### config.mk
export PLATFORM = sky130hd
export DESIGN_NAME = microcode_sequencer
export DESIGN_NICKNAME = d
export VERILOG_FILES = /design/src/rtl/microcode_sequencer.sv
export SDC_FILE = /design/constraint.sdc
export NUM_CORES = 1
export LEC_CHECK = 0
export ABC_AREA = 1
export BUFFER_PORTS_ARGS = -buffer_cell sky130_fd_sc_hd__buf_2
export CELL_PAD_IN_SITES_DETAIL_PLACEMENT = 0
export CELL_PAD_IN_SITES_GLOBAL_PLACEMENT = 1
export CORE_ASPECT_RATIO = 2
export CORE_MARGIN = 2
export CORE_UTILIZATION = 33
export CTS_CLUSTER_SIZE = 14
export DETAILED_ROUTE_END_ITERATION = 8
export PLACE_DENSITY = 0.79
export SETUP_SLACK_MARGIN = 0.5
export SLEW_MARGIN = 10
export SYNTH_ARGS = -nofsm -noshare
export SYNTH_HDL_FRONTEND = slang
export SYNTH_SLANG_ARGS = --single-unit
### constraint.sdc
create_clock -name clk -period 2 [get_ports clk]
set_clock_uncertainty 0.1 [all_clocks]
set_input_delay 0.3 -clock clk [delete_from_list [all_inputs] [get_ports clk]]
set_output_delay 0.3 -clock clk [all_outputs]
set_load 0.1 [all_outputs]
### src/rtl/microcode_sequencer.sv
// microcode_sequencer: fetches microwords from the EPROM, sequences the micro-PC
// and hands each microword to the datapath with a valid/stall handshake.
module microcode_sequencer #(
    parameter int          ACCESS_CYCLES = 1,
    parameter logic [7:0]  RESET_ADDR    = 8'h00
) (
    input  logic        clk,
    input  logic        reset,
    output logic        _cs,
    output logic        _oe,
    output logic [7:0]  addr,
    input  logic [63:0] data,
    input  logic        stall,
    input  logic [7:0]  cond,
    input  logic [7:0]  opcode,
    output logic [63:0] uword,
    output logic        uword_valid,
    output logic [7:0]  upc
);
    typedef enum logic [1:0] {IDLE, FETCH, EXEC, HALT} state_t;
    state_t      r_state, w_state_nxt;
    logic [7:0]  r_upc, r_ret, w_next, w_inc;
    logic [3:0]  r_cnt;
    logic [63:0] r_uword;
    logic        r_valid;
    logic [2:0]  w_op;
    logic        w_take, w_last, w_consume;
    always_comb begin
        w_op      = r_uword[55:53];
        w_inc     = r_upc + 8'd1;
        w_take    = cond[r_uword[52:50]] ^ r_uword[49];
        w_last    = r_cnt == 4'(ACCESS_CYCLES - 1);
        w_consume = (r_state == EXEC) && !stall;
        case (w_op)
            3'b001:  w_next = r_uword[63:56];
            3'b010:  w_next = w_take ? r_uword[63:56] : w_inc;
            3'b011:  w_next = opcode;
            3'b100:  w_next = r_uword[63:56];
            3'b101:  w_next = r_ret;
            3'b110:  w_next = r_upc;
            default: w_next = w_inc;
        endcase
    end
    always_comb begin
        w_state_nxt = r_state;
        case (r_state)
            IDLE:    w_state_nxt = FETCH;
            FETCH:   w_state_nxt = w_last ? EXEC : FETCH;
            EXEC:    w_state_nxt = stall ? EXEC : (w_op == 3'b110 ? HALT : FETCH);
            default: w_state_nxt = HALT;
        endcase
    end
    always_ff @(posedge clk) begin
        if (reset)
            r_state <= IDLE;
        else
            r_state <= w_state_nxt;
    end
    always_ff @(posedge clk) begin
        if (reset) begin
            r_upc   <= RESET_ADDR;
            r_ret   <= 8'h00;
            r_cnt   <= 4'd0;
            r_uword <= 64'h0;
            r_valid <= 1'b0;
        end else begin
            if (r_state == FETCH) begin
                r_cnt <= w_last ? 4'd0 : r_cnt + 4'd1;
                if (w_last) begin
                    r_uword <= data;
                    r_valid <= 1'b1;
                end
            end
            if (w_consume) begin
                r_valid <= 1'b0;
                r_upc   <= w_next;
                if (w_op == 3'b100)
                    r_ret <= w_inc;
            end
        end
    end
    // The EPROM is only enabled while a fetch is in progress.
    assign _cs         = r_state != FETCH;
    assign _oe         = r_state != FETCH;
    assign addr        = r_upc;
    assign upc         = r_upc;
    assign uword       = r_uword;
    assign uword_valid = r_valid;
endmodule
# Yosys cells after proc, flatten, opt, wreduce, memory -nomap -nowiden
# Index checks and enable logic that the tools add are counted.
# word_totals
register_bits	87
in_bits	83
output_inout_bits	83
elab_cells	38
# classes
addsub	2
magnitude_cmp	1
eq_ne	9
n_mux	9
bitwise	2
reduce_logical	9
# op_table
cell	n
$pmux 8 s5	1
$eq 3x3->1 const B	3
$add 8x1->8 const B	1
$mux 8	1
$eq 3x2->1 const B	2
$mux 2	3
$pmux 2 s3	1
$reduce_and 2->1	3
$add 4x1->4 const B	1
$logic_not 4->1	1
$lt 3x4->1 const B	1
$mux 4	1
$reduce_or 2->1	2
$bmux 1 s3	1
$eq 3x1->1 const B	1
$eq 2x1->1 const B	1
$eq 2x2->1 const B	1
$logic_not 2->1	1
$ne 2x1->1 const B	1
$logic_and 1x1->1	1
$logic_not 1->1	1
$mux 1	1
$not 1->1	1
$xor 1x1->1	1

# Depth between registers and ports, before layout
# depth
ltp_word	5
depth_mapped	12
depth_no_buf	12

# Worst setup path before layout
# No wires, ideal clock.
# synth_timing
kind	flip-flop to flip-flop
startpoint	reg r_upc[0] (netlist: addr[0])
endpoint	reg r_upc[6] (netlist: addr[6])
setup_time_ps	117
arrival_time_ps	2122
required_time_ps	1783
setup_slack_ps	-339
path_stages_with_launch	13
n_path_buf	0
period_less_slack_ps	2339
cell_sequence	dfxtp_1 > ha_1 > nand2_1 > nor2_1 > nand2_1 > nand2_1 > nand2_1 > inv_1 > nand3_1 > nand3_1 > nand2_1 > nand2_1 > a21oi_2
# synth_between
elab_chain_cells	3
# synth_lines
item	line_no	source
start, declared	22	logic [7:0] r_upc, r_ret, w_next, w_inc;
start signal, assigned	76	r_upc <= w_next;
$add 8x1->8 (*)	30	w_inc = r_upc + 8'd1;
$mux 8	36	3'b010: w_next = w_take ? r_uword[63:56] : w_inc;
$pmux 8 s5 (*)	34	case (w_op)
# Every way passes the cells marked *; elsewhere a longest branch is shown, timed or not.
# A chain may end at the register's enable or synchronous reset.

# Worst setup path after layout
# layout_timing
startpoint	reg r_state[0]
endpoint	out _cs
# layout_between
elab_chain_cells	1
# layout_lines
item	line_no	source
start, declared	21	state_t r_state, w_state_nxt;
start signal, assigned	57	r_state <= w_state_nxt;
$ne 2x1->1	83	assign _cs = r_state != FETCH;
end, declared	9	output logic _cs,
# Every way passes these cells.

==> flow_summary.yaml <==
run_status:
  status: "finished clean"
clocking:
  htreeDepth: 3
  cts_root_buf: "clkbuf_16"
  cts_buffers: 9
  clk_pin_slew_ns: 0.07
  clk_latency_ns: 0.34
  cts_sinks: 87
  cts_tree: "built"
  cts_buffer_depth: 2
die:
  core-area_um2: 11400
  pin_count: 166
  die-area_um2: 12600
  die_w_um: 80.5
  die_height_um: 157
  initial_utilization: 0.340
  num_rows: 55
synthesis:
  yosysMostFrequentCell: "nor2_1"
  synth_cells: 533
  ys_top_cells_by_area: "dfxtp_1 45%, nor2_1 11%, o21ai_0 10%"
  syn-num-nets: 619
  synth-edff-count: 0
  syn_area_um2: 3860
  synthDistinctLibCells: 32
  synth_top_area_frac: 0.451
  ys.flop_type: "dfxtp_1"
  synth_top_cell_by_area: "dfxtp_1"
  synth_common_cells: "118 x nor2_1, 87 x dfxtp_1, 79 x o21ai_0, 60 x nand2_1, 38 x inv_1"
  yosys_register_bits: 87
  async_flop_share: 0
  seq_area_frac_synth: 0.451
  yosysWarnings: 0
  synth_area_per_cell_um2: 7.25
worst_hold_path:
  hold_class: "input pin to flip-flop"
grt:
  grtUsageTotal: 0.197
  grt_pass1_wl_um: 19200
  overflow: 0
  grt_antenna_before_repair: 1
  first_global_vias: 3995
  grt_max_degree: 52
sta:
  finalMaxSlewViolations: 0
  fmax_mhz: 626
  setup_viol: 0
  fin_crit_sh: 0.798
  worst_pin_slew_ns: 0.483
  maxSlewHeadroom: 0.680
  fin_crit_ns: 1.60
  final.setup.worst_slack_ns: 0.403
  finalSetupTns_ns: 0
  hold_viol: 0
  rsz0062_at_grt: "yes"
worst_setup_path:
  criticalPathCategory: "flip-flop to primary output"
  cp_max_fo: 3
  arrival_ns: 1.20
  worstPathRequired_ns: 1.60
  start_kind: "flip-flop"
  endpoint_kind: "primary output"
pwr:
  p_switching_mw: 5.72
  power_density_nw_per_um2: 1740
  p_int_mw: 4.92
  combinationalPowerShare: 0.608
  power.leakage_nw: 2.76
  pwr-share-clk: 0.157
  max-vdd-ir-drop_mv: 1.17
  p_seq_frac: 0.235
  switching_share: 0.538
place:
  placed_cells: 816
  gp_congestion: 0.921
  place_ws_ns: 0.260
  hpwlAfterDp_um: 9110
  io_buffers: 165
final_layout:
  area_growth_pct: 58.2
  fin_cells: 859
  drive_gt1_frac: 0.454
  nFillCells: 1115
  finalNetCount: 798
routing:
  first_iter_violations: 115
  via_per_inst: 4.82
  drc: 0
  totalWireLength_um: 13500
  vias: 4140
  firstDrtPassIters: 4
  wl_per_cell_um: 15.7
  antenna_left: 0
flow_run:
  drv_cap: 0
[worst max-delay path: stages, from the launching register on]
cell        delay, ns
dfxtp_2          0.33
inv_2            0.05
nor2_4           0.12
clkinvlp_4       0.16
buf_12           0.20
[layout by cell type, fill, tap and decap left out, types with 14 or more instances in the layout]
master / n
a21oi_1: 28
buf_2: 83
buf_4: 93
clkbuf_16: 16
dfxtp_1: 62
dfxtp_4: 14
inv_1: 30
nand2_1: 45
nand2_2: 14
nand3_1: 20
nor2_1: 115
o21ai_0: 26
o21ai_1: 54
[path summary, 6_finish.rpt]
check                                start        to  slack (ns)  cells past startpoint
worst max-delay path            r_state[0]       _cs        0.40                      4
worst min-delay path               data[5]  uword[5]        0.09                      3
worst max register to register   uword[50]   addr[1]        0.42                     10
worst min register to register    r_cnt[2]  r_cnt[2]        0.38                      2
[sequential cells by signal, summed over array words and instances, names as in the netlist]
signal,cells
r_ret,8
uword,64
uword_valid,1
addr,8
r_state,2
r_cnt,4
[timing repair]
item	in CTS	in global routing
pin swaps	10	15
gates resized for setup	110	86
buffers inserted	8	10
cloned	1	8
endpoints found under the setup margin	150	82
hold buffers	0	0
[cell type report]
cell class | instances | area (µm²) | share of cell area
Tap cell | 142 | 178 | 0.0291
Clock buffer | 9 | 225 | 0.0368
Antenna cell | 1 | 2.50 | 0.000409
Sequential cell | 87 | 1810 | 0.296
Inverter | 47 | 208 | 0.0340
Timing Repair Buffer | 199 | 1530 | 0.251
Clock inverter | 6 | 71.3 | 0.0117
Multi-Input combinational cell | 368 | 2090 | 0.341
[power groups by stage]
| stage | sequential, mW | clock, mW | combinational [mW] |
|---|---|---|---|
| 2_1_floorplan | 5.21 | 0 | 1.69 |
| 3_3_place_gp | 2.48 | 0 | 5.25 |
| 3_5_place_dp | 2.50 | 0 | 5.28 |
| 4_1_cts | 2.49 | 1.70 | 5.77 |
| 5_1_grt | 2.54 | 1.77 | 6.77 |
| 6_report | 2.49 | 1.67 | 6.47 |
[cells by family (layout without fill, tap and decap cells)]
| logic type | after synthesis | in the layout | synth area share |
|---|---|---|---|
| adder cells (fa/ha/maj) | 3 | 3 | 0.00972 |
| AO/OA/AOI/OAI | 127 | 127 | 0.180 |
| flip-flops | 87 | 87 | 0.451 |
| buffers and inverters | 78 | 261 | 0.0891 |
| XOR/XNOR | 4 | 4 | 0.00907 |
| other | 0 | 1 | 0 |
| AND/OR/NAND/NOR | 234 | 234 | 0.261 |
[through the flow]
step	power [mW]	utilization	cell area [µm²]	hold WS, ns
2_1_floorplan	6.89	-	4080	0.307
3_3_place_gp	7.72	0.439	4980	0.359
3_5_place_dp	7.78	0.439	4980	0.366
4_1_cts	9.97	0.502	5700	0.101
5_1_grt	11.1	0.538	6110	0.0934
6_report	10.6	0.538	6110	0.0912
[per-layer routing]
metal,vias up,wire length [µm],GRT usage
met2,153,7490,0.379
met1,1882,4760,0.188
li1,2082,-,-
met3,23,904,0.0585
met5,-,0,0
met4,0,321,0.0759
No activity file was read; power rests on OpenSTA's default activity.
